$ cat src/rtl/instr_encoder_loader.sv
// Packs decoded-field instruction requests (R, I-ALU, LOAD, STORE, BRANCH) into RV32I words
// and streams them into instruction memory, one word per cycle, during a load session.
module instr_encoder_loader #(
    parameter int unsigned       ADDR_W    = 32,
    parameter logic [ADDR_W-1:0] BASE_ADDR = '0,
    parameter int unsigned       DEPTH     = 256
) (
    input  logic              clk,
    input  logic              rst,
    input  logic              start,
    input  logic              req_valid,
    output logic              req_ready,
    input  logic [2:0]        req_type,
    input  logic [4:0]        req_rd,
    input  logic [4:0]        req_rs1,
    input  logic [4:0]        req_rs2,
    input  logic [2:0]        req_func3,
    input  logic              req_alt,
    input  logic [12:0]       req_imm,
    input  logic              req_last,
    output logic              mem_we,
    output logic [ADDR_W-1:0] mem_addr,
    output logic [31:0]       mem_wdata,
    output logic              busy,
    output logic              done,
    output logic              full,
    output logic              err,
    output logic [15:0]       count
);

    localparam logic [15:0] DEPTH_W = 16'(DEPTH);

    localparam logic [6:0] OP_R      = 7'b0110011;
    localparam logic [6:0] OP_I      = 7'b0010011;
    localparam logic [6:0] OP_LOAD   = 7'b0000011;
    localparam logic [6:0] OP_STORE  = 7'b0100011;
    localparam logic [6:0] OP_BRANCH = 7'b1100011;

    typedef enum logic [1:0] {
        S_IDLE,
        S_LOAD,
        S_FLUSH,
        S_DONE
    } state_t;

    state_t            state;
    logic [ADDR_W-1:0] ptr;
    logic [31:0]       enc;
    logic              legal;
    logic              accept;
    logic              fill;
    logic [15:0]       count_n;
    logic              unused_imm0;

    // Branch offsets are always even, so imm[0] carries no information.
    assign unused_imm0 = req_imm[0];

    always_comb begin
        enc   = '0;
        legal = 1'b1;
        case (req_type)
            3'd0: enc = {1'b0, req_alt, 5'b00000, req_rs2, req_rs1, req_func3, req_rd, OP_R};
            3'd1: enc = {req_imm[11:0], req_rs1, req_func3, req_rd, OP_I};
            3'd2: enc = {req_imm[11:0], req_rs1, req_func3, req_rd, OP_LOAD};
            3'd3: enc = {req_imm[11:5], req_rs2, req_rs1, req_func3, req_imm[4:0], OP_STORE};
            3'd4: enc = {req_imm[12], req_imm[10:5], req_rs2, req_rs1, req_func3,
                         req_imm[4:1], req_imm[11], OP_BRANCH};
            default: legal = 1'b0;
        endcase
    end

    // req_ready is only ever high in LOAD, so accept implies the LOAD state.
    assign accept  = req_valid && req_ready;
    assign fill    = accept && legal && (count == DEPTH_W - 16'd1);
    assign count_n = (accept && legal) ? count + 16'd1 : count;

    always_ff @(posedge clk) begin
        if (rst) begin
            state     <= S_IDLE;
            ptr       <= BASE_ADDR;
            mem_we    <= 1'b0;
            mem_addr  <= BASE_ADDR;
            mem_wdata <= '0;
            req_ready <= 1'b0;
            busy      <= 1'b0;
            done      <= 1'b0;
            full      <= 1'b0;
            err       <= 1'b0;
            count     <= '0;
        end else begin
            mem_we <= 1'b0;
            done   <= 1'b0;
            case (state)
                S_IDLE: begin
                    req_ready <= 1'b0;
                    if (start) begin
                        state     <= S_LOAD;
                        busy      <= 1'b1;
                        req_ready <= 1'b1;
                        count     <= '0;
                        full      <= 1'b0;
                        err       <= 1'b0;
                        ptr       <= BASE_ADDR;
                    end
                end
                S_LOAD: begin
                    if (accept) begin
                        if (legal) begin
                            mem_we    <= 1'b1;
                            mem_wdata <= enc;
                            mem_addr  <= ptr;
                            ptr       <= ptr + ADDR_W'(4);
                            count     <= count_n;
                        end else begin
                            err <= 1'b1;
                        end
                        if (fill) begin
                            full <= 1'b1;
                        end
                    end
                    if (accept && (req_last || fill)) begin
                        state     <= S_FLUSH;
                        req_ready <= 1'b0;
                    end else begin
                        req_ready <= (count_n < DEPTH_W);
                    end
                end
                S_FLUSH: begin
                    state     <= S_DONE;
                    req_ready <= 1'b0;
                    busy      <= 1'b0;
                    done      <= 1'b1;
                end
                S_DONE: begin
                    state     <= S_IDLE;
                    req_ready <= 1'b0;
                end
                default: begin
                    state     <= S_IDLE;
                    req_ready <= 1'b0;
                    busy      <= 1'b0;
                end
            endcase
        end
    end

endmodule

$ cat config.mk
export PLATFORM = sky130hd
export DESIGN_NAME = instr_encoder_loader
export DESIGN_NICKNAME = d
export VERILOG_FILES = /design/src/rtl/instr_encoder_loader.sv
export SDC_FILE = /design/constraint.sdc
export NUM_CORES = 1
export LEC_CHECK = 0
export ABC_AREA = 1
export BUFFER_PORTS_ARGS = -buffer_cell sky130_fd_sc_hd__buf_2
export CAP_MARGIN = 20
export CORE_MARGIN = 2
export CORE_UTILIZATION = 58
export DETAILED_ROUTE_END_ITERATION = 6
export HOLD_SLACK_MARGIN = 0.15
export PLACE_DENSITY = 0.9
export SLEW_MARGIN = 0
export SYNTH_ARGS = -nofsm -noshare
export SYNTH_HDL_FRONTEND = slang
export SYNTH_SLANG_ARGS = --single-unit
$ cat constraint.sdc
create_clock -name clk -period 2.6 [get_ports clk]
set_input_delay 0.39 -clock clk [delete_from_list [all_inputs] [get_ports clk]]
set_output_delay 0.39 -clock clk [all_outputs]
set_load 0.02 [all_outputs]
==> metrics.txt, run 1 <==
status=complete, no violations; total power draw=between 4000 and 5000 uW; drt wl/cell=approximately 15 um; Synth Flop Type=dfxtp_1; Worst-Skew Late Latency=roughly 500 ps; Crit-path slowest cell=inv_1; Finish-stage setup viols=0; Total Nets Final=between 900 and 1000; number of I/O pins=approximately 130; Worst EP required=approximately 3000 ps; pre-CTS setup slack=between 200 and 300 ps; combinational group share of total power=0.185; die height=~100 um; Worst path most repeated cell=inv_1; Layout area overhead=25.65%; first-pass GRT wire length=approximately 24 mm; Gate Count Post-Synth=~730; ranking of synthesized cells by area=dfxtp_1, nand2_1, a21oi_1; Final Cell Area=roughly 6600 um^2; largest net degree at the start of global routing=50; Distinct cells, synth=41; initial core utilization=0.5996; Syn Area/Cell=approximately 7.1 um^2; Async SR Flop Fraction=0; Netlist Area Pre-Place=5229 um^2; Critical Path AT=between 2000 and 3000 ps; ratio of cells with drive above 1 in the final layout=0.2193; via-per-instance ratio=between 5 and 6; Power per Cell Area=~730 nW/um^2; Die W=98.95 um; f_max=438.3 MHz; Switch Pwr=roughly 1500 uW; Port Buffers=between 100 and 150; initial antenna violation count=0; EDFF count, synth=0; CP bufs+invs=3; ant diodes=0; Static Leak=around 0.0029 uW; share of Yosys cell area claimed by the top area cell type=0.4326; Yosys Warn Count=0; CTS buffer count=17; Setup CP Type=reg -> reg; CTS tree=done; min cycle time layout=between 2000 and 2500 ps; Clk network pwr share=0.433; vias in the first global route=between 5000 and 6000; post-route ant nets=0; Final TNS setup=0 ps; Largest stage delay, worst path=slightly below 400 ps; Max-slew headroom=0.6175; clock skew=just over 9 ps; Max Cap Viol=0; Worst Path Max Fanout=23; Final Wtd Congestion=0.9610; H-tree levels=4; Die ar.=just under 10000 um^2; Slew @ Worst Pin=roughly 570 ps; Synth Register Bits=113; Detail Placement HPWL=between 10 and 15 mm; unrepaired setup endpoints after global routing=no; CTS sink count=113; PnR worst setup slack=around 320 ps; clock slew at reported path FFs=approximately 60 ps; critical path endpoint category=register; Sw Share=0.3068; residual DRC count=0; commonest non-fill, non-tap cell in the layout=nand2_1; total congestion overflow=0; Rows=34; total track usage=0.3058; sequential share of power=0.382; Iter 0 DRT Violations=around 380; CP Cell Sequence=inv_1, ha_1, nand2_2, nand2_2, nor2_4, nand2_4, inv_1, nand4_1, inv_1, o21ai_0, a21oi_1; via count=approximately 5600; Synth area leader=dfxtp_1; period utilization=0.8774; most frequent cells in the layout=nand2_1, buf_2, dfxtp_1, a21oi_1, nor2_1; Top Family by Delay on Critical Path=simple AND/OR/NAND/NOR gates; Pre-antenna DRT Iters=7; worst hold path type=in -> reg; endpoints failing hold=0; Root Buffer=clkbuf_8; Placed Area=roughly 6000 um^2; clock buffer depth=2; Int Pwr=~3300 uW; CP Launch Type=register; Pins Over Slew Limit=0; VDD IR-drop max=~460 uV; post-CTS setup buffers=0; Post-Route WL=15.05 mm; CORE AREA=around 8700 um^2; sequential fraction of the synthesis area=0.4326
==> layout make-up <==
class                           instances  area [um^2]
Multi-Input combinational cell        529         2580
Sequential cell                       113         2262
Fill cell                             616         2151
Timing Repair Buffer                  144        815.8
Clock buffer                           21        449.2
Inverter                               63        240.2
Tap cell                              108        135.1
Clock inverter                         10        87.58
==> worst reg2reg max path, delay by kind of cell (launching register included) <==
kind | cells | cell delay (ps)
fa+ha+maj | 1 | 270
simple gates | 5 | 730
flops | 1 | 350
buf+inv | 3 | 610
compound gates | 2 | 240
==> state kept, by name, summed over array words and instances, names as in the netlist, 2 cells and up <==
name and flops:
mem_addr 30, ptr 30, mem_wdata 29, count 16, state 2
==> cells by family after synthesis <==
| logic type | after synthesis | share of synthesized area |
|---|---|---|
| AND/OR/NAND/NOR | 346 | 0.3001 |
| adder cells (fa/ha/maj) | 5 | 0.01196 |
| buffers and inverters | 95 | 0.07729 |
| XOR/XNOR | 5 | 0.008375 |
| AO/OA/AOI/OAI | 169 | 0.1689 |
| other | 1 | 0.0007172 |
| flip-flops | 113 | 0.4326 |
==> metal layers <==
metal,GRT usage,share of wire,vias up
li1,-,-,2695
met1,0.3677,0.40,2545
met2,0.5099,0.49,261
met3,0.07730,0.069,61
met4,0.1486,0.040,0
met5,0,0,-
==> worst paths after layout <==
check	start	end	slack (ps)	depth (start not counted)
max reg2reg	state[1]$_SDFFE_PP0P_	ptr[9]$_SDFFE_PP0P_	320	11
max	state[1]$_SDFFE_PP0P_	ptr[9]$_SDFFE_PP0P_	320	11
min reg2reg	mem_addr[3]$_SDFFE_PP0P_	mem_addr[3]$_SDFFE_PP0P_	470	2
min	req_imm[7]	mem_wdata[27]$_SDFFE_PP0P_	160	3
==> synth_stat cells (3+ instances only) <==
master      n
nor2_4      4
inv_1      58
nand3_1    39
ha_1        5
nor2_1     70
xor2_1      4
o21ai_0    69
nand2_1   172
clkbuf_1   13
nor3_1     12
a22oi_1     4
nand4_1    19
clkinv_2    3
dfxtp_1   113
nor2_2      6
a21oi_1    81
nor3b_1     3
a31oi_1     8
nand2_2    10
buf_4       6
buf_2      11
==> timing repair <==
action                                  4_1_cts  5_1_grt
hold buffers                                 15        0
endpoints found under the setup margin        0        2
endpoints found under the hold margin        14        0
resized for setup                             0        2
==> power by group through the flow <==
stage                     sequential, uW  clock [uW]  combinational (uW)
final                               1850        2090                 894
after detailed placement            1880           0                 844
after global routing                1850        2200                 971
after CTS                           1840        2100                 869
after floorplan                     1930           0                 595
after global placement              1870           0                 805
==> stage by stage <==
| step | util | hold slack (ps) | instances |
|---|---|---|---|
| 3_5_place_dp | 0.6739 | 458.3 | 942 |
| 6_report | 0.7534 | 164.3 | 988 |
| 5_1_grt | 0.7534 | 157.4 | 988 |
| 3_3_place_gp | 0.6739 | 451.0 | 942 |
| 2_1_floorplan | - | 455.5 | 737 |
| 4_1_cts | 0.7527 | 151.6 | 988 |
No activity file was read; power rests on OpenSTA's default activity.
==> run 2, diff against run 1 <==
--- a/config.mk
+++ b/config.mk
@@ -8,11 +8,13 @@
 export ABC_AREA = 1
 export BUFFER_PORTS_ARGS = -buffer_cell sky130_fd_sc_hd__buf_2
 export CAP_MARGIN = 20
+export CORE_ASPECT_RATIO = 0.75
 export CORE_MARGIN = 2
-export CORE_UTILIZATION = 58
+export CORE_UTILIZATION = 60
+export CTS_BUF_LIST = sky130_fd_sc_hd__clkbuf_2
 export DETAILED_ROUTE_END_ITERATION = 6
 export HOLD_SLACK_MARGIN = 0.15
-export PLACE_DENSITY = 0.9
+export PLACE_DENSITY = 0.92
 export SLEW_MARGIN = 0
 export SYNTH_ARGS = -nofsm -noshare
 export SYNTH_HDL_FRONTEND = slang
==> run 2 against run 1 <==
Compared with the run above:
- global-route usage increased by 6.1 points
- sequential cell count unchanged
- clock power fell by 44%
- critical endpoint is now req_ready$_SDFF_PP0_
- via count is 7.2% higher
- routed wire length increased by 14%
- largest cell class unchanged
- sequential share of layout area barely moved
- critical path depth rose by 1
- clock-buffer cell count shrank 4
==> metrics.txt, run 2 (synthesis results as in run 1) <==
Max-slew headroom=0.5993; ant diodes=0; Critical Path AT=around 3100 ps; most frequent cells in the layout=nand2_1, buf_2, dfxtp_1, a21oi_1, o21ai_0; Pre-antenna DRT Iters=7; CP Cell Sequence=ha_1, nand2_1, nor2_1, nand3_2, o21ai_0, nand2_1, nor2_1, nand3_1, nor2_2, nand2_1, a21oi_1, dlygate4sd3_1; Final TNS setup=0 ps; Setup CP Type=reg -> reg; Detail Placement HPWL=11.02 mm; Die W=approximately 110 um; vias in the first global route=5679; CTS sink count=approximately 110; min cycle time layout=2482 ps; total track usage=0.3669; Iter 0 DRT Violations=705; clock slew at reported path FFs=about 190 ps; ratio of cells with drive above 1 in the final layout=0.2211; CTS tree=done; Worst-Skew Late Latency=around 670 ps; Root Buffer=clkbuf_2; largest net degree at the start of global routing=between 40 and 50; Final Wtd Congestion=approximately 1.0; Post-Route WL=17.21 mm; post-route ant nets=0; Finish-stage setup viols=0; Max Cap Viol=0; Slew @ Worst Pin=600.4 ps; total congestion overflow=0; endpoints failing hold=0; fillers=between 500 and 600; Total Nets Final=roughly 940; via-per-instance ratio=5.864; critical path endpoint category=register; Worst path most repeated cell=nand2_1; number of I/O pins=126; Layout area overhead=25.94%; VDD IR-drop max=604.7 uV; CORE AREA=about 8500 um^2; FF+latch area=between 2000 and 2500 um^2; first-pass GRT wire length=~28 mm; period utilization=0.9548; residual DRC count=0; final hold slack=approximately 250 ps; Static Leak=between 0.002 and 0.003 uW; largest registers=mem_addr (30), ptr (30), mem_wdata (29); status=complete, no violations; post-CTS setup buffers=0; clock buffer depth=2; Worst EP required=approximately 3200 ps; Crit-path slowest cell=dlygate4sd3_1; CTS buffer count=17; via count=between 5000 and 6000; initial core utilization=0.6185; Multi-input gate area=between 2000 and 3000 um^2; Rows=29; worst hold path type=in -> reg; Worst Path Max Fanout=5; H-tree levels=4; CP Launch Type=register; Die ar.=about 9500 um^2; commonest non-fill, non-tap cell in the layout=nand2_1; clock skew=around 31 ps; Largest stage delay, worst path=between 500 and 600 ps; f_max=roughly 400 MHz; die height=between 80 and 90 um; Power per Cell Area=604.4 nW/um^2; drt wl/cell=~17 um; Pins Over Slew Limit=0; initial antenna violation count=0; Port Buffers=~120
## run 2: changes by cell type in the layout (fill, tap and decap cells not counted), moves of 3 or more
cell           change
clkbuf_16         -16
clkbuf_2          +17
clkbuf_8           -3
clkinv_4           +4
dlygate4sd3_1     +28
nor2_1             -3
nor2_2             +3
## run 2: final timing paths
path / cells past startpoint / slack, ps / from / end
setup reg to reg: 12 / 120 / count[0]$_SDFFE_PP0P_ / req_ready$_SDFF_PP0_
setup / recovery: 12 / 120 / count[0]$_SDFFE_PP0P_ / req_ready$_SDFF_PP0_
hold / removal: 7 / 250 / req_last / state[1]$_SDFFE_PP0P_
hold reg to reg: 2 / 480 / mem_addr[22]$_SDFFE_PP0P_ / mem_addr[22]$_SDFFE_PP0P_
## run 2: metrics by stage
step | cells | total power [uW] | worst slack, ps | area [um^2] | util
after global routing | 1017 | 4137 | -20.01 | 6585 | 0.7789
final | 1017 | 3980 | 117.6 | 6585 | 0.7789
after floorplan | 737 | 2528 | 899.8 | 5240 | -
after global placement | 942 | 2703 | 408.6 | 5889 | 0.6966
after detailed placement | 942 | 2739 | 300.7 | 5889 | 0.6966
after CTS | 1016 | 3950 | 130.4 | 6555 | 0.7753
## run 2: area by class of cell
type / count / area share
clock buffer: 17 / 0.01292
clock inverter: 15 / 0.02432
inverter: 63 / 0.03686
multi-input combinational: 529 / 0.3931
sequential: 113 / 0.3439
tap: 108 / 0.02052
timing repair buffer: 172 / 0.1683
## run 2: power breakdown
| part | total (uW) | switching, uW | internal [uW] |
|---|---|---|---|
| Clock | 1180 | 733 | 445 |
| Combinational | 953 | 669 | 284 |
| Sequential | 1850 | 45.6 | 1800 |
## run 2: repair_timing
item / 4_1_cts / 5_1_grt
hold buffers: 42 / 1
endpoints found under the setup margin: 0 / 3
endpoints found under the hold margin: 28 / 1
resized for setup: 0 / 10
## run 2: per-layer routing
layer  vias to the layer above  track usage  wire length (um)
met1                      2707       0.4421              6623
li1                       2753            -                 -
met2                       418       0.5956              7985
met3                        86       0.1164              1874
met4                         0       0.1897               724
met5                         -            0                 0
## run 2: critical path, delay by kind of cell (launching register included)
kind            cells  cell delay (ps)
buf+inv             1              570
compound gates      2              330
simple gates        8              940
fa+ha+maj           1              200
flops               1              400
==> run 3, diff against run 2 <==
--- a/config.mk
+++ b/config.mk
@@ -10,11 +10,11 @@
 export CAP_MARGIN = 20
 export CORE_ASPECT_RATIO = 0.75
 export CORE_MARGIN = 2
-export CORE_UTILIZATION = 60
+export CORE_UTILIZATION = 55
 export CTS_BUF_LIST = sky130_fd_sc_hd__clkbuf_2
 export DETAILED_ROUTE_END_ITERATION = 6
 export HOLD_SLACK_MARGIN = 0.15
-export PLACE_DENSITY = 0.92
+export PLACE_DENSITY = 0.86
 export SLEW_MARGIN = 0
 export SYNTH_ARGS = -nofsm -noshare
 export SYNTH_HDL_FRONTEND = slang
==> constraint.sdc (replaced) <==
create_clock -name clk -period 2.35 [get_ports clk]
set_input_delay 0.3525 -clock clk [delete_from_list [all_inputs] [get_ports clk]]
set_output_delay 0.3525 -clock clk [all_outputs]
set_load 0.02 [all_outputs]
==> run 3 against run 2 <==
Compared with the run above:
- design area is 1.4% higher
- register-to-register slack better by 70 ps
- core utilization is 5.0 points lower
- global-route usage is 1.7 points lower
- highest routed layer unchanged
==> metrics.txt, run 3 (synthesis results as in run 1) <==
initial antenna violation count=0; Max-slew headroom=0.5983; Max Cap Viol=0; die height=about 90 um; clock buffer depth=2; Pre-antenna DRT Iters=5; Sw Share=0.3446; Cell Count, Final, Fillers Out=~1000; Pins Over Slew Limit=0; CTS sink count=~110; commonest non-fill, non-tap cell in the layout=nand2_1; Slew @ Worst Pin=approximately 600 ps; Top Family by Delay on Critical Path=buffers and inverters; post_cts resized=0; Power per Cell Area=670.1 nW/um^2; initial core utilization=0.5709; Worst R2R Start=state[1]$_SDFFE_PP0P_; clock skew=about 30 ps; sequential share of power=0.457; via-per-instance ratio=~5.6; CTS tree=done; status=complete, no violations; Port Buffers=about 120; CP bufs+invs=6; worst hold start=rst; total track usage=0.3501; first-pass GRT wire length=around 27 mm; post-CTS setup buffers=0; number of I/O pins=126; H-tree levels=4; period utilization=0.9456; Largest stage delay, worst path=680 ps; Switch Pwr=roughly 1500 uW; largest registers=mem_addr (30), ptr (30), mem_wdata (29); most frequent cells in the layout=nand2_1, buf_2, dfxtp_1, a21oi_1, nor2_1; Iter 0 DRT Violations=808; Die W=approximately 120 um; Static Leak=between 0.002 and 0.003 uW; Final TNS setup=0 ps; Die ar.=a little over 10000 um^2; Final Wtd Congestion=around 0.97; min cycle time layout=between 2000 and 2500 ps; via count=between 5000 and 6000; Setup CP Type=in -> reg; Worst-Skew Late Latency=650 ps; Inst Count DP=approximately 970; vias in the first global route=5502; total power draw=about 4500 uW; final hold slack=between 200 and 250 ps; Layout area overhead=27.69%; CP Cell Sequence=dlygate4sd3_1, buf_2, inv_1, nand2_1, buf_4, nor2_1, inv_1, nand2_1, a22oi_1, dlygate4sd3_1, a21oi_1; residual DRC count=0; CP startpoint=req_type[0]; drt wl/cell=between 15 and 20 um; Worst Path Max Fanout=11; total congestion overflow=0; Clk network pwr share=0.295; unrepaired setup endpoints after global routing=no; Critical Path AT=2770 ps; CORE AREA=slightly above 9000 um^2; CP Launch Type=primary input; VDD IR-drop max=roughly 400 uV; endpoints failing hold=0; ant diodes=0; met1 Usage GRT=0.4605; Crit-path slowest cell=dlygate4sd3_1; fillers=729; Post-Route WL=about 17 mm; combinational group share of total power=0.249; largest net degree at the start of global routing=46; worst hold path type=in -> reg; Total Nets Final=between 900 and 1000; met3 Resource Use GR=0.1103; CTS buffer count=17; Detail Placement HPWL=around 11 mm; cts hold-fix bufs=47; Worst EP required=slightly below 3000 ps; Finish-stage setup viols=0; GRT Max-Usage Layer=met2; met2 Resource Use GR=0.5328; f_max=around 450 MHz; Root Buffer=clkbuf_2; ratio of cells with drive above 1 in the final layout=0.2174; Int Pwr=between 2000 and 3000 uW; fin util=0.7290; critical path endpoint category=register; Rows=30; post-route ant nets=0; clock slew at reported path FFs=180 ps
-- run 3: changes by cell type in the layout (fill, tap and decap cells not counted), sizes merged --
cell,previous run,this run
buf,129,136
dlygate4sd3,43,47
clkinvlp,5,2
clkbuf,17,19
clkinv,10,12
inv,61,59
bufinv,2,3
-- run 3: routing by layer --
layer | share of wire | up-vias
li1 | - | 2778
met1 | 0.42 | 2653
met2 | 0.44 | 374
met3 | 0.11 | 63
met4 | 0.039 | 0
met5 | 0 | -
-- run 3: stage by stage --
stage / setup WS (ps) / cell area, um^2
2_1_floorplan: 649.8 / 5240
3_3_place_gp: 436.2 / 5967
3_5_place_dp: 289.6 / 5967
4_1_cts: 234.1 / 6676
5_1_grt: 34.36 / 6676
6_report: 127.8 / 6676
-- run 3: final timing paths --
check / end / slack [ps] / cells after the start
setup / recovery: mem_wdata[10]$_SDFFE_PP0P_ / 130 / 11
hold / removal: mem_wdata[5]$_SDFFE_PP0P_ / 240 / 3
setup reg to reg: mem_wdata[23]$_SDFFE_PP0P_ / 190 / 7
hold reg to reg: full$_SDFFE_PP0P_ / 470 / 2
-- run 3: area by class of cell --
class	count	area (um^2)	area share
multi-input cells	529	2574	0.3855
well taps	128	160.2	0.02399
flip-flops and latches	113	2262	0.3388
repair buffers	183	1201	0.1799
inverters	63	240.2	0.03598
clock inverters	13	143.9	0.02155
clock buffers	19	95.09	0.01424
-- run 3: power by group through the flow --
stage	sequential, uW	clock (uW)	combinational [uW]
detailed placement	2080	0	1020
floorplan	2140	0	658
global route	2050	1430	1210
finish	2040	1320	1110
global placement	2080	0	969
CTS	2040	1330	1080
-- run 3: worst register-to-register path, stage by stage (launching register included) --
cell	delay [ps]
dfxtp_1	360
inv_1	100
ha_1	280
buf_4	230
nand2_2	190
a21oi_1	540
nand2_1	190
a31oi_1	210
